===== src/rtl/seg7_pkg.sv =====
// Shared seven-segment definitions: lit-high segment codes ({a,b,c,d,e,f,g}, a = bit 6)
// and the state encoding of the readback stability FSM.
package seg7_pkg;

    localparam logic [6:0] SEG_0     = 7'h7E;
    localparam logic [6:0] SEG_1     = 7'h30;
    localparam logic [6:0] SEG_2     = 7'h6D;
    localparam logic [6:0] SEG_3     = 7'h79;
    localparam logic [6:0] SEG_4     = 7'h33;
    localparam logic [6:0] SEG_5     = 7'h5B;
    localparam logic [6:0] SEG_6     = 7'h5F;
    localparam logic [6:0] SEG_7     = 7'h70;
    localparam logic [6:0] SEG_8     = 7'h7F;
    localparam logic [6:0] SEG_9     = 7'h7B;
    localparam logic [6:0] SEG_A     = 7'h77;
    localparam logic [6:0] SEG_B     = 7'h1F;
    localparam logic [6:0] SEG_C     = 7'h4E;
    localparam logic [6:0] SEG_D     = 7'h3D;
    localparam logic [6:0] SEG_E     = 7'h4F;
    localparam logic [6:0] SEG_F     = 7'h47;
    localparam logic [6:0] SEG_BLANK = 7'h00;

    typedef enum logic {
        ST_SETTLE = 1'b0,
        ST_LOCKED = 1'b1
    } seg7_state_t;

endpackage


===== src/rtl/seg7_pattern_lookup.sv =====
// Combinational reverse table: lit-high segment pattern to hex digit, with a hit flag
// that is low for any pattern the display encoder can never produce.
module seg7_pattern_lookup
    import seg7_pkg::*;
(
    input  logic [6:0] lit,
    output logic       hit,
    output logic [3:0] digit
);

    always_comb begin
        hit   = 1'b1;
        digit = 4'h0;
        case (lit)
            SEG_0:   digit = 4'h0;
            SEG_1:   digit = 4'h1;
            SEG_2:   digit = 4'h2;
            SEG_3:   digit = 4'h3;
            SEG_4:   digit = 4'h4;
            SEG_5:   digit = 4'h5;
            SEG_6:   digit = 4'h6;
            SEG_7:   digit = 4'h7;
            SEG_8:   digit = 4'h8;
            SEG_9:   digit = 4'h9;
            SEG_A:   digit = 4'hA;
            SEG_B:   digit = 4'hB;
            SEG_C:   digit = 4'hC;
            SEG_D:   digit = 4'hD;
            SEG_E:   digit = 4'hE;
            SEG_F:   digit = 4'hF;
            default: hit   = 1'b0;
        endcase
    end

endmodule


===== src/rtl/seg7_readback_decoder.sv =====
// Seven-segment readback: synchronizes the segment lines, waits for a stable pattern,
// and offers the decoded digit on a valid/ready port with blank, error and drop reporting.
module seg7_readback_decoder
    import seg7_pkg::*;
#(
    parameter int STABLE_CYCLES = 4,
    parameter bit ACTIVE_LOW    = 1'b1,
    parameter int CNT_W         = 8
) (
    input  logic             clk,
    input  logic             rst_n,
    input  logic [6:0]       seg_in,
    output logic [3:0]       digit,
    output logic             digit_valid,
    input  logic             digit_ready,
    output logic             blank,
    output logic             pattern_err,
    output logic [CNT_W-1:0] drop_cnt
);

    localparam int               STB_W     = (STABLE_CYCLES > 1) ? $clog2(STABLE_CYCLES) : 1;
    localparam logic [STB_W-1:0] STB_LAST  = STB_W'(STABLE_CYCLES - 1);
    localparam logic [6:0]       RAW_BLANK = ACTIVE_LOW ? 7'h7F : 7'h00;

    logic [6:0]       sync1_q, sync1_d;
    logic [6:0]       sync2_q, sync2_d;
    logic [6:0]       lit;
    logic [6:0]       lit_prev_q, lit_prev_d;
    logic [6:0]       last_acc_q, last_acc_d;
    logic [STB_W-1:0] stb_cnt_q, stb_cnt_d;
    seg7_state_t      state_q, state_d;
    logic [3:0]       digit_q, digit_d;
    logic             digit_valid_q, digit_valid_d;
    logic             blank_q, blank_d;
    logic             pattern_err_q, pattern_err_d;
    logic [CNT_W-1:0] drop_cnt_q, drop_cnt_d;
    logic             accept;
    logic             lut_hit;
    logic [3:0]       lut_digit;

    genvar gi;
    generate
        for (gi = 0; gi < 7; gi++) begin : g_norm
            assign lit[gi] = ACTIVE_LOW ? ~sync2_q[gi] : sync2_q[gi];
        end
    endgenerate

    seg7_pattern_lookup u_lookup (
        .lit   (lit),
        .hit   (lut_hit),
        .digit (lut_digit)
    );

    always_comb begin
        sync1_d       = seg_in;
        sync2_d       = sync1_q;
        lit_prev_d    = lit;
        last_acc_d    = last_acc_q;
        stb_cnt_d     = stb_cnt_q;
        state_d       = state_q;
        digit_d       = digit_q;
        digit_valid_d = digit_valid_q;
        blank_d       = blank_q;
        pattern_err_d = 1'b0;
        drop_cnt_d    = drop_cnt_q;
        accept        = 1'b0;

        // A cycle counts as stable only when lit matches the previous cycle's lit.
        case (state_q)
            ST_SETTLE: begin
                if (lit != lit_prev_q) begin
                    stb_cnt_d = '0;
                end else if (stb_cnt_q == STB_LAST) begin
                    stb_cnt_d = '0;
                    state_d   = ST_LOCKED;
                    accept    = (lit != last_acc_q);
                end else begin
                    stb_cnt_d = stb_cnt_q + STB_W'(1);
                end
            end
            ST_LOCKED: begin
                if (lit != lit_prev_q) begin
                    stb_cnt_d = '0;
                    state_d   = ST_SETTLE;
                end
            end
            default: begin
                stb_cnt_d = '0;
                state_d   = ST_SETTLE;
            end
        endcase

        if (digit_valid_q && digit_ready) begin
            digit_valid_d = 1'b0;
        end

        if (accept) begin
            last_acc_d = lit;
            if (lit == SEG_BLANK) begin
                blank_d = 1'b1;
            end else if (lut_hit) begin
                blank_d       = 1'b0;
                digit_d       = lut_digit;
                digit_valid_d = 1'b1;
                if (digit_valid_q && !digit_ready && (drop_cnt_q != '1)) begin
                    drop_cnt_d = drop_cnt_q + CNT_W'(1);
                end
            end else begin
                blank_d       = 1'b0;
                pattern_err_d = 1'b1;
            end
        end
    end

    always_ff @(posedge clk or negedge rst_n) begin
        if (!rst_n) begin
            sync1_q       <= RAW_BLANK;
            sync2_q       <= RAW_BLANK;
            lit_prev_q    <= SEG_BLANK;
            last_acc_q    <= SEG_BLANK;
            stb_cnt_q     <= '0;
            state_q       <= ST_SETTLE;
            digit_q       <= 4'h0;
            digit_valid_q <= 1'b0;
            blank_q       <= 1'b1;
            pattern_err_q <= 1'b0;
            drop_cnt_q    <= '0;
        end else begin
            sync1_q       <= sync1_d;
            sync2_q       <= sync2_d;
            lit_prev_q    <= lit_prev_d;
            last_acc_q    <= last_acc_d;
            stb_cnt_q     <= stb_cnt_d;
            state_q       <= state_d;
            digit_q       <= digit_d;
            digit_valid_q <= digit_valid_d;
            blank_q       <= blank_d;
            pattern_err_q <= pattern_err_d;
            drop_cnt_q    <= drop_cnt_d;
        end
    end

    assign digit       = digit_q;
    assign digit_valid = digit_valid_q;
    assign blank       = blank_q;
    assign pattern_err = pattern_err_q;
    assign drop_cnt    = drop_cnt_q;

endmodule


===== config.mk =====
export PLATFORM = sky130hd
export DESIGN_NAME = seg7_readback_decoder
export DESIGN_NICKNAME = d
export VERILOG_FILES = /design/src/rtl/seg7_pkg.sv /design/src/rtl/seg7_pattern_lookup.sv /design/src/rtl/seg7_readback_decoder.sv
export SDC_FILE = /design/constraint.sdc
export NUM_CORES = 1
export LEC_CHECK = 0
export ABC_AREA = 1
export BUFFER_PORTS_ARGS = -buffer_cell sky130_fd_sc_hd__buf_2
export CORE_AREA = 8 8 73 75
export CTS_BUF_LIST = sky130_fd_sc_hd__clkbuf_16
export DETAILED_ROUTE_END_ITERATION = 6
export DIE_AREA = 0 0 81 83
export PLACE_DENSITY = 0.77
export SETUP_SLACK_MARGIN = 0.05
export SLEW_MARGIN = 15
export SYNTH_ARGS = -nofsm -noshare
export SYNTH_HDL_FRONTEND = slang
export SYNTH_HIERARCHICAL = 1
export SYNTH_SLANG_ARGS = --single-unit

===== constraint.sdc =====
create_clock -name clk -period 2.58 [get_ports clk]
set_input_delay 0.387 -clock clk [delete_from_list [all_inputs] [get_ports clk]]
set_output_delay 0.387 -clock clk [all_outputs]
set_load 0.02 [all_outputs]

# Word level (Yosys, flattened, before mapping)
# Cells that the tools add are included.
# word_totals
regBits	46
out_inout_bits	15
elab_cells	72
# op_classes
addsub	2
eq_ne	21
mux	21
bitwise	9
n_reduce_logical	8
# ops
op	count
== test 7 bit, second input constant	12
one-hot mux 4 bit (15 select lines)	1
== test 7 x 6 -> 1 bit, second input constant	3
OR reduction 16 bit	1
2-to-1 mux 1 bit	15
!= test 7 bit	2
NOT 1 bit	9
adder 8 x 1 -> 8 bit, second input constant	1
!= test 8 bit, second input constant	1
== test 7 x 5 -> 1 bit, second input constant	1
logical NOT 7 bit	1
2-to-1 mux 2 bit	3
one-hot mux 2 bit (2 select lines)	1
AND reduction 4 bit	1
logical AND 1 bit	3
AND reduction 3 bit	1
adder 2 x 1 -> 2 bit, second input constant	1
== test 2 bit, second input constant	1
!= test 2 x 1 -> 1 bit, second input constant	1
one-hot mux 1 bit (2 select lines)	1
logical NOT 1 bit	1

# Depth between registers and ports, before layout
# Gate-level depths: netlist of the first run.
# logic_depth
depth_word	7
depth_mapped	16
depth_no_buf	15

# Cells and area by module
# Netlist of the first run, hierarchy kept.
# by_module_without_submodules
module	instances	cells_per_inst	area_per_inst_um2	seq_area_each_um2
seg7_readback_decoder	1	216	2008.2	1169.9
seg7_pattern_lookup	1	81	346.6	0.0

# Worst setup path before layout of the first run
# OpenSTA, ideal clock, no wires.
# synth_timing
path_type	register to register
start	register sync2_q[6]
end	register drop_cnt_q[0], in the netlist drop_cnt[0]
setup_ns	0.118
t_arrival_ns	1.922
required_ns	2.462
setup_slack_ns	0.540
path_stages_with_launch	15
path_buffers	1
synth_period_minus_slack_ns	2.040
path_cell_list	dfstp_2 -> buf_4 -> inv_1 -> inv_1 -> nand3_1 -> nor2_1 -> nor2_1 -> nand2_1 -> nor2_1 -> nand2_1 -> nand3_1 -> inv_1 -> nand3_2 -> nand2_1 -> nand2_1
# synth_lines
item	line	rtl
start, declared	seg7_readback_decoder.sv:26	logic [6:0] sync2_q, sync2_d;
start signal, assigned	seg7_readback_decoder.sv:130	sync2_q <= sync2_d;
NOT 1 bit (*)	seg7_readback_decoder.sv:44	assign lit[gi] = ACTIVE_LOW ? ~sync2_q[gi] : sync2_q[gi];
net lit[6]	seg7_readback_decoder.sv:27	logic [6:0] lit;
== test 7 bit, or another cell as far along	seg7_pattern_lookup.sv:14	case (lit)
OR reduction 16 bit (no line) (*)	--	
2-to-1 mux 1 bit (*)	seg7_pattern_lookup.sv:14	
net lut_hit	seg7_readback_decoder.sv:38	logic lut_hit;
AND reduction 4 bit (no line) (*)	--	
end signal, assigned	seg7_readback_decoder.sv:139	drop_cnt_q <= drop_cnt_d;
end, declared	seg7_readback_decoder.sv:36	logic [CNT_W-1:0] drop_cnt_q, drop_cnt_d;
# The timed path passes the listed nets; every way through them passes the cells marked *.
# A chain may end at the register's enable or synchronous reset.

# Worst setup path after layout of the first run
# layout_timing
start	register sync2_q[6]
end	register drop_cnt_q[1], in the netlist drop_cnt[1]
# Same word-level chain as after synthesis.

==> metrics, run 1 <==
fill cell count=355; Synth Flop Type=dfrtp_1; synth unique cells=25; wl on met1=2127 um; overall power=1543 uW; largest delay contributor family on the critical path=simple AND/OR/NAND/NOR gates; # Post-CTS Setup Buffers=0; Starting Density=56.01%; EDFF count, synth=0; floorplan row count=24; chip width=between 80 and 90 um; Die Ht=83 um; core area=4204 um2; post-synth top area share=around 33%; area leader, netlist=dfrtp_1; Hold Path Class=in -> async; pins over their slew limit=0; Worst Tran Pin Value=between 0.4 and 0.5 ns; Rel. slew slack=68.51%; total wire length=4632 um; IO buf count=24; Setup CP Type=reg -> reg; kind of end point of the critical path=register; Post-Place Cells=around 370; CTS Buf Count=5; critical path peak fanout=7; Area Overhead vs Synth=12.91%; vias in the first global route=between 1500 and 2000; Max Clock Freq=0.4310 GHz; Setup TNS=0 ns; FF+latch count, synth=46; worst-path cell with the longest stage delay=dfstp_2; asr flop ratio synth=100.0%; met2 WL=2219 um; GRT overflow=0; initial antenna violation count=0; CP bufs+invs=3; # setup viols final=0; CP Data Arrival Time=between 2 and 2.5 ns; top sig layer=met4; crit-path cells=inv_1 > inv_1 > nand3_1 > nor2_2 > nor2_1 > nand2_1 > nor2_1 > nand2_1 > nand3_1 > inv_2 > nand3_2 > nand2_1 > nand2_1; Sw Share=between 20% and 30%; share of cells above drive strength 1=20.06%; RSZ-0062 raised after global routing=no; GPL Wtd Cong=0.9058; Fin. Hold Viols=0; Root Buffer=clkbuf_16; Clock Path Buffers=2; R2R setup slack=between 0.2 and 0.3 ns; min cycle time layout=2.320 ns; top post-synthesis cells by area=dfrtp_1 33%, dfstp_2 17%, nand2_1 13%, nor2_1 8.0%, inv_1 5.9%; diode count=0; logic gate share of total power=roughly 5.7%; CTS tree=done; Detail Route Antenna Nets=0; Via density=roughly 5.2; register area share after synthesis=49.68%; Int Pwr=1223 uW; largest net degree at the start of global routing=30; Sink Count=46; Syn Nets=roughly 300; GRT Util Overall=15.11%; Max-cap violations=0; Die Area=6723 um2; synthesized area per cell=7.928 um2; Clk Latency, worst-skew pair=0.28 ns; static leakage=0.001402 uW; hpwl dp=~3400 um; Nets=335; critical path required time=approximately 2.8 ns; H-Tree Depth=2; outcome=finished clean; drt drc=0; metal3 WL=about 180 um; initial DRC count=136; Power Density=580.4 nW/um2; clock-pin slew on the worst setup and hold paths=approximately 0.060 ns; Reg power frac=49.3%; mapped cell area=2355 um2; sw power=320.7 uW; Period Utilization, post-route=89.92%; Non-Filler Instances=376; most frequent CP cell=nand2_1; top cells by count, synth=79 x nand2_1, 50 x nor2_1, 37 x inv_1; drt pass-1 iters=4; CP peak stage delay=0.59 ns; io pins=25; clock power share=45.0%; synthesis warning total=6; Post-Synthesis Cells=297; Vias=1958; Clock Skew=0.004304 ns; count leader, synth=nand2_1; CP startpoint kind=register; IR drop worst, VDD=347.5 uV; first-pass GRT wire length=just over 8000 um; routed len/inst=around 12 um
## sequential cells by signal (all words and copies together), names as in the netlist, 2 cells and up
register    flops
digit           4
drop_cnt        8
last_acc_q      7
lit_prev_q      7
stb_cnt_q       2
sync1_q         7
sync2_q         7
## per-stage QoR
step / instance area [um2] / hold slack (ns) / util, % / setup WS, ns
2_1_floorplan: 2355 / 0.09141 / - / 0.5402
3_3_place_gp: 2486 / 0.3240 / 59.14 / 0.2830
3_5_place_dp: 2486 / 0.3284 / 59.14 / 0.2364
4_1_cts: 2649 / 0.02855 / 63.01 / 0.1731
5_1_grt: 2659 / 0.04501 / 63.24 / 0.05316
6_report: 2659 / 0.02367 / 63.24 / 0.2600
## layout by cell type, fill, tap and decap left out, types with 6 or more instances in the layout
master / Yosys / layout
buf_2: 1 / 24
nand3_1: 17 / 16
nor2_1: 50 / 48
o21ai_0: 6 / 6
dfrtp_1: 31 / 31
nand4_1: 14 / 14
a21oi_1: 9 / 9
inv_1: 37 / 38
xor2_1: 6 / 6
nand2_1: 79 / 79
dfstp_2: 15 / 15
## final timing paths
check | endpoint | cells past startpoint | start
setup / recovery | drop_cnt[1]$_DFFE_PN0P_ | 13 | sync2_q[6]$_DFF_PN1_
hold / removal | stb_cnt_q[1]$_DFFE_PN0P_ | 1 | rst_n
setup reg to reg | drop_cnt[1]$_DFFE_PN0P_ | 13 | sync2_q[6]$_DFF_PN1_
hold reg to reg | sync2_q[5]$_DFF_PN1_ | 0 | sync1_q[5]$_DFF_PN1_
max in group asynchronous | sync1_q[0]$_DFF_PN1_ | 2 | rst_n
min in group clk | sync1_q[3]$_DFF_PN1_ | 1 | seg_in[3]
## repair_timing
action / in CTS / in global routing
setup endpoints to repair: 0 / 8
hold buffers: 0 / 0
gates resized for setup: 0 / 4
## cell type report
type / instances / area [um2] / share of cell area, %
well taps: 52 / 65.06 / 2.447
inverters: 41 / 153.9 / 5.788
multi-input cells: 203 / 972.2 / 36.56
clock buffers: 5 / 125.1 / 4.706
clock inverters: 3 / 37.54 / 1.412
repair buffers: 26 / 135.1 / 5.082
flip-flops and latches: 46 / 1170 / 44.00
## power by group through the flow
stage          clock (uW)  sequential (uW)  combinational (uW)
2_1_floorplan           0              767                60.3
3_3_place_gp            0              773                84.6
3_5_place_dp            0              773                86.2
4_1_cts               711              761                86.9
5_1_grt               741              763                 101
6_report              694              761                87.4
## cell families after synthesis
kind of cell	count (synthesis)	synth area share (%)
compound gates	20	4.569
xor+xnor	8	2.976
fa+ha+maj	2	1.063
buf+inv	48	9.457
flops	46	49.68
simple gates	173	32.25
## layer usage
metal	vias up	track usage, %
met3	10	3.341
met2	48	24.45
met5	-	0
met4	0	6.992
met1	917	18.39
li1	983	-
No activity file was read; power rests on OpenSTA's default activity.
==> run 2: changes to the inputs <==
- CORE_AREA: 8 8 73 75 -> 8 8 75 77
- DIE_AREA: 0 0 81 83 -> 0 0 83 85
- PLACE_DENSITY: 0.77 -> 0.73
==> metrics, run 2 (same netlist as run 1, synthesis figures left out) <==
outcome=finished clean; Critical Path Start=sync2_q[6]$_DFF_PN1_; Vias=1877 (-4.1%); vias in the first global route=1824 (-5.8%); Nets=337 (+0.60%); Area Overhead vs Synth=13.18%; CTS Buf Count=5 (unchanged); commonest non-fill, non-tap cell in the layout=nand2_1; commonest cells after routing, fill and taps aside=79 x nand2_1, 49 x nor2_1, 36 x inv_1; CTS tree=done; initial DRC count=119 (-13%); Max Clock Freq=0.4370 GHz (+1.4%); Root Buffer=clkbuf_16; Clock Skew=0.006199 ns (+0.001895 ns); Via density=4.939 (-5.1%); first-pass GRT wire length=8038 um (-3.1%); H-Tree Depth=2 (unchanged); Max-cap violations=0 (unchanged); drt drc=0 (unchanged); GPL Wtd Cong=0.9948 (+9.8%); Fin. Hold Viols=0 (unchanged); Util after Layout=58.76% (-4.5 points); share of cells above drive strength 1=20.86% (+0.80 points); min cycle time layout=2.288 ns (-0.03170 ns); static leakage=0.001402 uW (about the same); GRT Util Overall=13.66% (-1.5 points); total wire length=4645 um (+0.28%); Setup CP Type=reg -> reg; routed len/inst=12.22 um (-0.77%); Starting Density=51.92% (-4.1 points); Clock Path Buffers=2 (unchanged); Die Area=7055 um2 (+4.9%); Die Ht=85 um (+2.4%); CP Data Arrival Time=2.47 ns (about the same); io pins=25 (unchanged); core area=4536 um2 (+7.9%); Detail Route Antenna Nets=0 (unchanged); Crit Reg-Reg Startpoint=sync2_q[6]$_DFF_PN1_; most frequent CP cell=nand2_1; critical path required time=2.76 ns (about the same); Hold Path Origin=seg_in[4]; worst-path cell with the longest stage delay=dfstp_2; largest delay contributor family on the critical path=simple AND/OR/NAND/NOR gates; CP peak stage delay=0.60 ns (about the same); Largest register FFs=8 (unchanged); CP startpoint kind=register; # setup viols final=0 (unchanged); Worst Tran Pin Value=0.9377 ns (+0.4664 ns); fill cell count=396 (+12%); Hold Path Class=in -> reg; CP bufs+invs=3 (unchanged); drt pass-1 iters=5 (+1); Clk Latency, worst-skew pair=0.29 ns (about the same); floorplan row count=25 (+4.2%); crit-path cells=inv_1 > inv_1 > nand3_2 > nor2_1 > nor2_1 > nand2_1 > nor2_1 > nand2_1 > nand3_1 > inv_2 > nand3_2 > nand2_1 > nand2_1; critical path peak fanout=7 (unchanged); RSZ-0062 raised after global routing=no; kind of end point of the critical path=register; GRT overflow=0 (unchanged); hpwl dp=3348 um (-1.5%); clock-pin slew on the worst setup and hold paths=0.07 ns (about the same); register area=1170 um2 (unchanged); chip width=83 um (+2.5%); IR drop worst, VDD=304.4 uV (-12%); largest net degree at the start of global routing=45 (+50%); Power Density=569.8 nW/um2 (-1.8%); IO buf count=24 (unchanged); multi-input logic area=969.7 um2 (-0.26%); Setup TNS=0 ns (unchanged); Sink Count=46 (unchanged); pins over their slew limit=0 (unchanged); diode count=0 (unchanged); initial antenna violation count=0 (unchanged); Rel. slew slack=37.48% (-31 points); Period Utilization, post-route=88.69% (-1.2 points)
-- run 2: changes by cell type in the layout (fill, tap and decap cells not counted), sizes merged --
| cell | before | now |
|---|---|---|
| buf | 26 | 28 |
| bufinv | 1 | 0 |
| clkinv | 0 | 1 |
-- run 2: per-stage QoR --
stage	cells	power, uW	hold slack, ns	setup slack [ns]	area, um2
after floorplan	297	827.2	0.09141	0.5402	2355
after global placement	372	858.2	0.3457	0.2799	2504
after detailed placement	372	860.9	0.3491	0.2143	2504
after CTS	380	1530	0.1823	0.1888	2658
after global routing	380	1589	0.1710	0.06102	2665
final	380	1519	0.1886	0.2917	2665
-- run 2: power breakdown --
group | internal, uW | switching [uW] | total, uW
registers | 747 | 13.5 | 761
clock network | 371 | 299 | 670
logic | 26.1 | 61.9 | 88.0
-- run 2: worst register-to-register path, delay by kind of cell, from the launching register on --
family,cells,cell delay (ns)
buffers and inverters,3,0.42
flip-flops,1,0.60
AND/OR/NAND/NOR,10,1.15
-- run 2: routing by layer --
layer	vias to the layer above	global-route usage [%]	wire, um
li1	993	-	-
met1	837	15.95	2236
met2	43	22.49	2198
met3	4	4.693	161
met4	0	5.272	48
met5	-	0	0
-- run 2: cell type report --
type	instances	share of cell area, %
sequential	46	43.90
multi-input combinational	203	36.38
inverter	41	5.775
timing repair buffer	28	5.634
clock buffer	5	4.695
tap	54	2.535
clock inverter	3	1.080
-- run 2: worst paths after layout --
check	end	slack, ns	depth (start not counted)
worst max-delay path	drop_cnt[7]$_DFFE_PN0P_	0.29	13
worst min-delay path	sync1_q[4]$_DFF_PN1_	0.19	1
worst max register to register	drop_cnt[7]$_DFFE_PN0P_	0.29	13
worst min register to register	sync2_q[4]$_DFF_PN1_	0.36	0
max in group asynchronous	sync1_q[3]$_DFF_PN1_	1.66	2
min in group asynchronous	lit_prev_q[5]$_DFF_PN0_	0.24	1
-- run 2: timing repair --
item                                    CTS  global route
resized for setup                         0             3
buffers inserted                          0             0
endpoints found under the setup margin    0             6
hold buffers                              0             0
